File: src/rtl/train_gate_sequencer.sv
// Train gate sequencer: synchronizes and debounces two track sensors,
// detects travel direction and produces the measure_en timing gate with
// done/timeout completion pulses.
module train_gate_sequencer #(
    parameter int DEBOUNCE_CYCLES = 4,
    parameter int TIMEOUT_CYCLES  = 1000,
    parameter int CNT_W           = 16
) (
    input  logic clk,
    input  logic rst,
    input  logic sensor_a,
    input  logic sensor_b,
    output logic measure_en,
    output logic done,
    output logic timeout,
    output logic dir,
    output logic busy
);

    typedef enum logic [1:0] {
        SETTLE,
        IDLE,
        MEASURE,
        HOLD
    } state_t;

    localparam logic [CNT_W-1:0] DEB_LAST    = CNT_W'(DEBOUNCE_CYCLES - 1);
    localparam logic [CNT_W-1:0] SETTLE_LAST = CNT_W'(DEBOUNCE_CYCLES + 2);
    localparam logic [CNT_W-1:0] TMO_LAST    = CNT_W'(TIMEOUT_CYCLES - 1);

    // bit 0 = sensor A, bit 1 = sensor B
    logic [1:0]       raw;
    logic [1:0]       sync1_q;
    logic [1:0]       sync2_q;
    logic [1:0]       deb_q;
    logic [1:0]       deb_prev_q;
    logic [CNT_W-1:0] dcnt_q [2];
    logic [1:0]       rise;

    state_t           state_q, state_d;
    logic [CNT_W-1:0] cnt_q, cnt_d;
    logic             dir_q, dir_d;
    logic             done_q, done_d;
    logic             timeout_q, timeout_d;
    logic             measure_en_q;

    assign raw  = {sensor_b, sensor_a};
    assign rise = deb_q & ~deb_prev_q;

    // Two-flop synchronizer for both raw sensors.
    always_ff @(posedge clk) begin
        if (rst) begin
            sync1_q <= '0;
            sync2_q <= '0;
        end else begin
            sync1_q <= raw;
            sync2_q <= sync1_q;
        end
    end

    // Debouncer: flip the accepted level after DEBOUNCE_CYCLES disagreeing cycles.
    always_ff @(posedge clk) begin
        if (rst) begin
            deb_q      <= '0;
            deb_prev_q <= '0;
            for (int unsigned i = 0; i < 2; i++) begin
                dcnt_q[i] <= '0;
            end
        end else begin
            deb_prev_q <= deb_q;
            for (int unsigned i = 0; i < 2; i++) begin
                if (sync2_q[i] != deb_q[i]) begin
                    if (dcnt_q[i] == DEB_LAST) begin
                        deb_q[i]  <= sync2_q[i];
                        dcnt_q[i] <= '0;
                    end else begin
                        dcnt_q[i] <= dcnt_q[i] + 1'b1;
                    end
                end else begin
                    dcnt_q[i] <= '0;
                end
            end
        end
    end

    // Next-state and pulse decode; one counter serves both SETTLE and MEASURE.
    always_comb begin
        state_d   = state_q;
        cnt_d     = cnt_q;
        dir_d     = dir_q;
        done_d    = 1'b0;
        timeout_d = 1'b0;
        unique case (state_q)
            SETTLE: begin
                cnt_d = cnt_q + 1'b1;
                if (cnt_q == SETTLE_LAST) begin
                    state_d = HOLD;
                end
            end
            IDLE: begin
                if (rise[0] && !rise[1]) begin
                    state_d = MEASURE;
                    dir_d   = 1'b0;
                    cnt_d   = '0;
                end else if (rise[1] && !rise[0]) begin
                    state_d = MEASURE;
                    dir_d   = 1'b1;
                    cnt_d   = '0;
                end
            end
            MEASURE: begin
                cnt_d = cnt_q + 1'b1;
                // A rise on the far sensor takes priority over the timeout.
                if (dir_q ? rise[0] : rise[1]) begin
                    done_d  = 1'b1;
                    state_d = HOLD;
                end else if (cnt_q == TMO_LAST) begin
                    timeout_d = 1'b1;
                    state_d   = HOLD;
                end
            end
            HOLD: begin
                if (deb_q == 2'b00) begin
                    state_d = IDLE;
                end
            end
            default: begin
                state_d = SETTLE;
                cnt_d   = '0;
            end
        endcase
    end

    // State register and registered outputs.
    always_ff @(posedge clk) begin
        if (rst) begin
            state_q      <= SETTLE;
            cnt_q        <= '0;
            dir_q        <= 1'b0;
            done_q       <= 1'b0;
            timeout_q    <= 1'b0;
            measure_en_q <= 1'b0;
        end else begin
            state_q      <= state_d;
            cnt_q        <= cnt_d;
            dir_q        <= dir_d;
            done_q       <= done_d;
            timeout_q    <= timeout_d;
            measure_en_q <= (state_d == MEASURE);
        end
    end

    assign measure_en = measure_en_q;
    assign done       = done_q;
    assign timeout    = timeout_q;
    assign dir        = dir_q;
    assign busy       = (state_q != IDLE);

endmodule

File: config.mk
export PLATFORM = sky130hd
export DESIGN_NAME = train_gate_sequencer
export DESIGN_NICKNAME = d
export VERILOG_FILES = /design/src/rtl/train_gate_sequencer.sv
export SDC_FILE = /design/constraint.sdc
export NUM_CORES = 1
export LEC_CHECK = 0
export BUFFER_PORTS_ARGS = -buffer_cell sky130_fd_sc_hd__buf_2
export CAP_MARGIN = 20
export CORE_AREA = 2 2 73 75
export DETAILED_ROUTE_END_ITERATION = 6
export DIE_AREA = 0 0 75 77
export GPL_TIMING_DRIVEN = 0
export PLACE_DENSITY = 0.79
export SYNTH_ARGS = -nofsm -noshare
export SYNTH_HDL_FRONTEND = slang
export SYNTH_SLANG_ARGS = --single-unit
File: constraint.sdc
create_clock -name clk -period 2.84 [get_ports clk]
set_input_delay 0.284 -clock clk [delete_from_list [all_inputs] [get_ports clk]]
set_output_delay 0.284 -clock clk [all_outputs]
set_load 0.005 [all_outputs]
==> results of run 1 <==
-- critical path, cell delays in order (launching register included) --
cell and delay (ps):
dfxtp_1 400, nand2b_1 120, inv_1 100, ha_1 240, nor3b_1 610, nor2_1 230
o21ai_0 230, a21oi_1 80
-- worst min-delay path by stage --
stage	from	to	slack, ps	cells past startpoint
2_1_floorplan	sensor_a	sync1_q[0]$_SDFF_PP0_	410	1
3_3_place_gp	sync1_q[1]$_SDFF_PP0_	sync2_q[1]$_SDFF_PP0_	430	1
3_5_place_dp	sync1_q[1]$_SDFF_PP0_	sync2_q[1]$_SDFF_PP0_	440	1
4_1_cts	sensor_b	sync1_q[1]$_SDFF_PP0_	140	2
5_1_grt	sensor_b	sync1_q[1]$_SDFF_PP0_	180	2
6_report	sensor_a	sync1_q[0]$_SDFF_PP0_	150	2
-- cells by family (layout without fill, tap and decap cells) --
group                      after synthesis  in the layout  synth area share [%]
muxes                                    6              6                  1.98
DFF                                     62             62                  49.5
buffers and inverters                   22             46                  2.66
AOI/OAI and AO/OA                       43             43                  8.05
other                                    1             32                 0.119
xor gates and xnor gates                24             24                  6.66
and+or+nand+nor                        168            168                  28.7
adders and majority gates                6              6                  2.38
-- cell usage after synthesis, types with 2 or more instances --
master,instances
o311ai_0,3
nand2b_1,3
clkbuf_1,7
and4_1,3
mux2_2,2
nor3b_1,2
nand4_1,15
xor2_1,4
edfxtp_1,32
or4_1,4
and4b_1,2
o21ai_0,10
ha_1,6
dfxtp_1,30
nand2_1,19
xnor2_1,20
nor3_1,8
nor4_1,14
a21oi_1,21
mux2i_1,4
or2_2,3
and3_1,7
nor4b_1,2
or3_1,7
o41ai_1,2
nand3_1,16
inv_1,13
nor2b_1,6
nor2_1,49
-- cell type report --
class	instances	area share (%)
well taps	70	2.44
flip-flops and latches	62	43.6
inverters	13	1.36
multi-input cells	279	45.4
plain buffers	9	0.978
clock inverters	5	0.838
clock buffers	11	4.26
repair buffers	8	1.12
-- stage by stage --
step | util [%] | setup WS (ps) | total power [mW] | hold slack [ps]
finish | 72.0 | 697 | 1.81 | 155
global route | 72.0 | 442 | 1.87 | 183
global placement | 68.3 | 711 | 1.10 | 425
floorplan | - | 1060 | 1.07 | 412
CTS | 72.0 | 693 | 1.81 | 145
detailed placement | 68.3 | 714 | 1.10 | 438
-- per-layer routing --
| metal | GRT usage, % | vias to the layer above | wire (um) |
|---|---|---|---|
| li1 | - | 1294 | - |
| met1 | 29.5 | 1186 | 2760 |
| met2 | 40.7 | 62 | 3050 |
| met3 | 4.60 | 21 | 213 |
| met4 | 13.9 | 0 | 195 |
| met5 | 0 | - | 0 |
-- flip-flops by register name, summed over array words and instances (netlist names) --
register and count:
dcnt_q 32, cnt_q 16, deb_prev_q 2, deb_q 2
state_q 2, sync1_q 2, sync2_q 2, dir 1
done 1, measure_en 1, timeout 1
-- cells in the final DEF, fill, tap and decap left out, types with 6 or more instances in the layout --
cell type and instances:
edfxtp_1 32, nand2_1 19, xnor2_1 20, conb_1 32, nand4_1 15, a21oi_1 21, ha_1 6, dfxtp_1 30
clkbuf_8 9, and3_1 7, nor4_1 14, inv_1 13, nor2b_1 6, clkbuf_1 8, o21ai_0 10, or3_1 7
nor3_1 8, nand3_1 16, nor2_1 49, buf_2 9
-- power groups by stage --
stage               Clock (mW)  Sequential, mW  Combinational, mW
global placement             0            1.02             0.0777
finish                   0.723            1.00             0.0824
floorplan                    0            1.01             0.0634
global route             0.765            1.00             0.0965
CTS                      0.728           0.999             0.0809
detailed placement           0            1.02             0.0796
==> impl_metrics.json, run 1 <==
{
  "layout.nets": 392,
  "clock_path_buffers": 2,
  "synth-seq-area-share_pct": 49.5,
  "slew_headroom_pct": 51.2,
  "cts_hold_buf": 0,
  "grt_max_degree": 12,
  "ios": 9,
  "layout.cells.non_filler": 457,
  "synthTopCellsByArea": "edfxtp_1, dfxtp_1, nor2_1",
  "syn-cell-area_sq_um": 3160,
  "power.density_nw_per_um2": 504,
  "synth.top_cell.area_share_pct": 30.5,
  "max_clock_freq_ghz": 0.467,
  "die_area_sq_um": 5780,
  "num_rows": 26,
  "vias": 2563,
  "finalInstanceArea_sq_um": 3580,
  "drtIter0Drc": 156,
  "grt_pass1_vias": 2519,
  "synth-async-reset-ratio_pct": 0,
  "synth_cells": 332,
  "post-route-drc-count": 0,
  "critPathCaptureType": "flip-flop",
  "ys_warn_count": 0,
  "gp_congestion": 0.920,
  "crit_required_ps": 3050,
  "fill_cells": 377,
  "final_antenna_net_count": 0,
  "hold_path_class": "in2reg",
  "multi_input_area_sq_um": 1630,
  "grt_pass1_wl_um": 10900,
  "viasPerCell": 5.61,
  "placedInstanceArea_sq_um": 3400,
  "drive_above_1_share_pct": 8.79,
  "setup.worst_path.start_class": "flip-flop",
  "synth_edf_count": 32,
  "finalSetupTns_ps": 0,
  "dp_cells": 441,
  "fin_skew_ps": 4.69,
  "status": "finished, final reports clean",
  "critical_path_class": "reg2reg",
  "n_antenna_cell": 0,
  "r2r_slack_ps": 700,
  "ys.flop_type": "edfxtp_1",
  "dp_hpwl_um": 4340,
  "worstPathMaxFanout": 7,
  "switching_power_mw": 0.437,
  "netSwitchingFraction_pct": 24.2,
  "grt_remaining_overflow": 0,
  "tightest_slew_ps": 731,
  "cp_data_arrival_time_ps": 2350,
  "worst-r2r-cell-count": 7,
  "drv_slew": 0,
  "clock_latency_ps": 340,
  "path_clk_slew_ps": 70,
  "cts_made_buffers": 9,
  "combPwrFrac_pct": 4.6,
  "die_h_um": 77,
  "start_util_pct": 63.4,
  "worst_setup_path_endpoint": "cnt_q[2]$_SDFFE_PP0P_",
  "cts_tree": "yes",
  "antenna_found_initial": 0,
  "design.core.area_sq_um": 4980,
  "portBuffers": 8,
  "ctsResizeCount": 0,
  "grt_usage_pct": 24.7,
  "postCtsSetupBuffers": 0,
  "reg2reg_to": "cnt_q[2]$_SDFFE_PP0P_",
  "p_clk_share_pct": 40.1,
  "rsz0062_at_grt": "no",
  "clockRootBuffer": "clkbuf_8",
  "critPathLaunch": "deb_q[0]$_SDFFE_PP0P_",
  "cts.sink_count": 62,
  "syn_to_final_growth_pct": 13.5,
  "finalCritPeriodShare_pct": 75.5,
  "synth_cell_types": 47,
  "die_w_um": 75,
  "wl_um": 6220,
  "synth-seq-cells": 62,
  "p_leak_nw": 1.25,
  "rr_startpoint": "deb_q[0]$_SDFFE_PP0P_",
  "h-tree-depth": 3,
  "setup_viol": 0,
  "first_pass_iters": 4,
  "pwr-share-seq_pct": 55.4,
  "drv_cap": 0,
  "intPower_mw": 1.37,
  "finalHoldViolCount": 0,
  "synth.largest_area_cell": "edfxtp_1",
  "peakVddDrop_mv": 0.328,
  "syn_area_per_cell_sq_um": 9.50,
  "fin_crit_ps": 2140,
  "wl_per_cell_um": 13.6,
  "seq_area_sq_um": 1560
}
(Power assumes the default switching activity.)
==> run 2: changes to the inputs <==
Settings changed: CORE_AREA 2 2 73 75 to 2 2 79 81, DIE_AREA 0 0 75 77 to 0 0 81 83, PLACE_DENSITY 0.79 to 0.71.
Clock period 2.84 ns to 1.85 ns, I/O delays scaled along.
==> run 2 against run 1 <==
Compared with the run above: die area rose by 16%; global-route usage decreased by 5.4 points; register-to-register slack got worse by 620 ps; critical endpoint is now dcnt_q[0][15]$_SDFFCE_PP0P_; sequential power rose by 53%; first-iteration DRC count down 28%; highest routed layer unchanged; fmax increased by 21%; total power is 57% higher; routed wire length increased by 1.7%; critical path depth is 3 lower; non-clock buffer count is 10 higher; cell area grew 3.9%.
==> impl_metrics.json, run 2 (synthesized netlist as in run 1, its figures left out) <==
{
  "crit_chain": "nand3_2, or3_4, or4_1, a21oi_1",
  "drv_cap": 0,
  "final_antenna_net_count": 0,
  "worst-r2r-cell-count": 4,
  "start_util_pct": 54.3,
  "wl_um": 6330,
  "power.density_nw_per_um2": 759,
  "p_clk_share_pct": 40.9,
  "grt_remaining_overflow": 0,
  "rr_startpoint": "dcnt_q[0][4]$_SDFFCE_PP0P_",
  "combPwrFrac_pct": 4.8,
  "finalCritPeriodShare_pct": 96.0,
  "viasPerCell": 5.43,
  "netSwitchingFraction_pct": 23.5,
  "fill_cells": 492,
  "grt_max_degree": 11,
  "grt_pass1_wl_um": 10200,
  "antenna_found_initial": 0,
  "worst_setup_path_endpoint": "dcnt_q[0][15]$_SDFFCE_PP0P_",
  "cts.sink_count": 62,
  "top_register": "dcnt_q",
  "grt_pass1_vias": 2295,
  "path_clk_slew_ps": 70,
  "critical_path_class": "reg2reg",
  "ios": 9,
  "dp_hpwl_um": 4280,
  "setup.worst_path.start_class": "flip-flop",
  "portBuffers": 8,
  "whs_ps": 56.1,
  "finalHoldViolCount": 0,
  "grt_usage_pct": 19.3,
  "final_cell_mix": "nor2_1, edfxtp_1, conb_1, dfxtp_1, a21oi_1",
  "post-route-drc-count": 0,
  "design.core.area_sq_um": 5820,
  "largest_registers": "dcnt_q (32), cnt_q (16)",
  "vias": 2565,
  "wl_per_cell_um": 13.4,
  "pwr-share-seq_pct": 54.3,
  "largest_reg_flops": 32,
  "setup_viol": 0,
  "crit_required_ps": 2040,
  "p_leak_nw": 1.32,
  "status": "finished, final reports clean",
  "n_antenna_cell": 0,
  "switching_power_mw": 0.664,
  "max_clock_freq_ghz": 0.563,
  "p_total_mw": 2.83,
  "postLayoutCoreUtil_pct": 64.0,
  "placedInstanceArea_sq_um": 3410,
  "r2r_slack_ps": 70,
  "peakVddDrop_mv": 0.494,
  "num_rows": 28,
  "fin_skew_ps": 9.65,
  "die_w_um": 81,
  "min_delay_path_depth": 2,
  "final_common_cell": "nor2_1",
  "cts_hold_buf": 0,
  "die_h_um": 83,
  "first_pass_iters": 4,
  "hold_path_class": "in2reg",
  "crit_slowest_cell": "or4_1",
  "clock_path_buffers": 2,
  "drv_slew": 0,
  "clock_latency_ps": 340,
  "critPathCaptureType": "flip-flop",
  "cts_tree": "yes",
  "intPower_mw": 2.16,
  "drive_above_1_share_pct": 13.9,
  "layout.nets": 402,
  "worstPathMaxFanout": 5,
  "h-tree-depth": 3,
  "clockRootBuffer": "clkbuf_8",
  "fin_crit_ps": 1780,
  "critPathLaunch": "dcnt_q[0][4]$_SDFFCE_PP0P_",
  "syn_to_final_growth_pct": 18.0,
  "gp_congestion": 0.867,
  "cp_data_arrival_time_ps": 1960,
  "die_area_sq_um": 6720,
  "reg2reg_to": "dcnt_q[0][15]$_SDFFCE_PP0P_",
  "finalInstanceArea_sq_um": 3720,
  "max_stage_delay_ps": 480,
  "drtIter0Drc": 113,
  "cts_made_buffers": 9
}
==> run 2: repair_timing <==
action	in CTS	in global routing
hold endpoints to repair	0	0
pin swaps	3	4
endpoints found under the setup margin	31	29
gates resized for setup	8	9
cloned	0	0
setup buffers	2	9
==> run 2: worst min-delay path by stage <==
stage / endpoint / startpoint / slack [ps]
floorplan: sync1_q[0]$_SDFF_PP0_ / sensor_a / 310
global placement: sync1_q[0]$_SDFF_PP0_ / sensor_a / 400
detailed placement: sync1_q[0]$_SDFF_PP0_ / sensor_a / 410
CTS: sync1_q[0]$_SDFF_PP0_ / sensor_a / 60
global route: sync1_q[0]$_SDFF_PP0_ / sensor_a / 90
finish: sync1_q[0]$_SDFF_PP0_ / sensor_a / 60
==> run 2: worst max-delay path: cells and delay by family, from the launching register on <==
kind,cells,cell delay [ps]
compound gates,1,160
simple gates,3,1050
flops,1,430
==> run 2: final cells by class <==
cell class | count | area, sq um | share of cell area [%]
Multi-Input combinational cell | 279 | 1670 | 44.9
Sequential cell | 62 | 1560 | 42.0
Clock buffer | 12 | 135 | 3.63
Timing Repair Buffer | 19 | 123 | 3.29
Tap cell | 75 | 93.8 | 2.52
Inverter | 13 | 48.8 | 1.31
Clock inverter | 4 | 47.5 | 1.28
Buffer | 8 | 38.8 | 1.04
==> run 2: per-stage QoR <==
stage	std cells	setup TNS, ps	setup WS [ps]
after global routing	472	-7.30	-5.35
after global placement	446	-6370	-316
after detailed placement	446	-7320	-351
after floorplan	363	0	68.0
final	472	0	73.4
after CTS	463	0	9.93
==> run 2: metal layers <==
metal / GRT usage [%] / vias up / routed length [um]
met5: 0 / - / 0
met2: 30.0 / 47 / 3000
met1: 25.6 / 1191 / 3000
met3: 3.91 / 14 / 188
li1: - / 1313 / -
met4: 8.94 / 0 / 140
==> run 2: power groups by stage <==
stage	sequential, mW	combinational (mW)	clock (mW)
2_1_floorplan	1.55	0.0974	0
3_3_place_gp	1.56	0.119	0
3_5_place_dp	1.56	0.122	0
4_1_cts	1.53	0.125	1.17
5_1_grt	1.54	0.155	1.22
6_report	1.53	0.135	1.16
==> run 3: changes to the inputs <==
==> constraint.sdc (replaced) <==
create_clock -name clk -period 1.85 [get_ports clk]
set_input_delay 0 -clock clk [delete_from_list [all_inputs] [get_ports clk]]
set_output_delay 0 -clock clk [all_outputs]
set_load 0.005 [all_outputs]
==> run 3 against run 2 <==
Compared with the run above: sequential power hardly changed; clock power about the same; cell area rose by 0.54%; critical path depth stayed put; highest routed layer unchanged; largest cell class unchanged.
==> impl_metrics.json, run 3 (synthesized netlist as in run 1, its figures left out) <==
{
  "seq_area_sq_um": 1560,
  "fin_crit_ps": 1780,
  "hp-start": "rst",
  "combPwrFrac_pct": 4.9,
  "syn_to_final_growth_pct": 18.6,
  "worst-r2r-cell-count": 4,
  "wl_um": 6360,
  "die_w_um": 81,
  "drv_slew": 0,
  "start_util_pct": 54.3,
  "top_register": "dcnt_q",
  "wl_per_cell_um": 13.4,
  "cts.sink_count": 62,
  "clock_latency_ps": 340,
  "critical_path_class": "reg2reg",
  "postLayoutCoreUtil_pct": 64.4,
  "crit_required_ps": 2040,
  "viasPerCell": 5.39,
  "grt_pass1_wl_um": 10200,
  "cts_made_buffers": 9,
  "first_pass_iters": 4,
  "die_h_um": 83,
  "grt_remaining_overflow": 0,
  "ios": 9,
  "finalHoldViolCount": 0,
  "h-tree-depth": 3,
  "p_leak_nw": 1.33,
  "finalSetupTns_ps": 0,
  "worstPathMaxFanout": 5,
  "layout.nets": 404,
  "status": "finished, final reports clean",
  "grt_usage_pct": 19.3,
  "peakVddDrop_mv": 0.498,
  "n_antenna_cell": 0,
  "clock_path_buffers": 2,
  "largest_registers": "dcnt_q (32), cnt_q (16)",
  "pwr-share-seq_pct": 54.2,
  "grt_max_degree": 11,
  "die_area_sq_um": 6720,
  "portBuffers": 8,
  "cp_data_arrival_time_ps": 1970,
  "drtIter0Drc": 111,
  "setup_viol": 0,
  "design.core.area_sq_um": 5820,
  "setup.worst_path.start_class": "flip-flop",
  "drv_cap": 0,
  "gp_congestion": 0.867,
  "vias": 2557,
  "multi_input_area_sq_um": 1670,
  "drive_above_1_share_pct": 13.8,
  "power.density_nw_per_um2": 757,
  "num_rows": 28,
  "finalCritPeriodShare_pct": 96.2,
  "p_clk_share_pct": 41.0,
  "r2r_slack_ps": 70,
  "final_cell_mix": "nor2_1, edfxtp_1, conb_1, dfxtp_1, a21oi_1",
  "reg2reg_to": "dcnt_q[0][15]$_SDFFCE_PP0P_",
  "path_clk_slew_ps": 70,
  "cts_tree": "yes",
  "fill_cells": 490,
  "antenna_found_initial": 0,
  "critPathCaptureType": "flip-flop",
  "post-route-drc-count": 0,
  "rr_startpoint": "dcnt_q[0][4]$_SDFFCE_PP0P_",
  "largest_reg_flops": 32,
  "final_common_cell": "nor2_1",
  "grt_pass1_vias": 2299,
  "intPower_mw": 2.17,
  "final_antenna_net_count": 0,
  "min_to": "cnt_q[12]$_SDFFE_PP0P_",
  "netSwitchingFraction_pct": 23.6,
  "switching_power_mw": 0.667,
  "clockRootBuffer": "clkbuf_8",
  "hold_path_class": "in2reg",
  "fin_skew_ps": 10.7,
  "min_delay_path_depth": 3,
  "dp_hpwl_um": 4280,
  "max_clock_freq_ghz": 0.562
}
run 3: cell types whose count changed in the layout (fill, tap and decap cells not counted), sizes merged:
| cell | previous run | this run |
|---|---|---|
| dlygate4sd3 | 0 | 2 |
run 3: per-stage QoR:
stage	hold slack (ps)	total power [mW]	cell area (sq um)	std cells	worst slack (ps)
floorplan	128	1.65	3270	363	68.0
global placement	215	1.68	3410	446	-316
detailed placement	220	1.69	3410	446	-351
CTS	13.4	2.83	3640	465	9.93
global route	36.7	2.92	3740	474	-5.35
finish	28.7	2.83	3740	474	70.3
run 3: layout make-up:
class	count	share of cell area [%]
multi-input cells	279	44.7
flip-flops and latches	62	41.8
repair buffers	21	3.81
clock buffers	12	3.61
well taps	75	2.51
inverters	13	1.30
clock inverters	4	1.27
plain buffers	8	1.04
run 3: timing repair:
item / 4_1_cts / 5_1_grt
gates resized for setup: 8 / 9
pin swaps: 3 / 4
endpoints found under the setup margin: 31 / 29
hold endpoints to repair: 2 / 0
hold buffers: 2 / 0
cloned: 0 / 0
buffers inserted: 2 / 9
run 3: how the worst max path moves through the flow:
stage / from / endpoint / slack (ps) / cells past startpoint
CTS: dcnt_q[0][0]$_SDFFCE_PP0P_ / dcnt_q[0][7]$_SDFFCE_PP0P_ / 10 / 6
global placement: dcnt_q[0][0]$_SDFFCE_PP0P_ / dcnt_q[0][7]$_SDFFCE_PP0P_ / -320 / 6
global route: dcnt_q[0][4]$_SDFFCE_PP0P_ / dcnt_q[0][15]$_SDFFCE_PP0P_ / -5 / 4
detailed placement: deb_q[1]$_SDFFE_PP0N_ / cnt_q[8]$_SDFFE_PP0P_ / -350 / 6
finish: dcnt_q[0][4]$_SDFFCE_PP0P_ / dcnt_q[0][15]$_SDFFCE_PP0P_ / 70 / 4
floorplan: dcnt_q[0][0]$_SDFFCE_PP0P_ / dcnt_q[0][11]$_SDFFCE_PP0P_ / 70 / 6
run 3: critical path, stage by stage (launching register included):
cell      delay [ps]
edfxtp_1         430
nand3_2          130
or3_4            440
or4_1            480
a21oi_1          160
run 3: routing by layer:
layer | vias up | part of all wire, % | GRT usage (%)
met2 | 39 | 48 | 30.0
met5 | - | 0 | 0
li1 | 1317 | - | -
met4 | 0 | 1.8 | 8.94
met3 | 10 | 2.6 | 3.91
met1 | 1191 | 48 | 25.7
run 3: power by group through the flow:
stage               Clock [mW]  Sequential, mW  Combinational, mW
floorplan                    0            1.55             0.0974
finish                    1.16            1.53              0.138
CTS                       1.17            1.53              0.128
global placement             0            1.56              0.119
global route              1.22            1.54              0.158
detailed placement           0            1.56              0.122
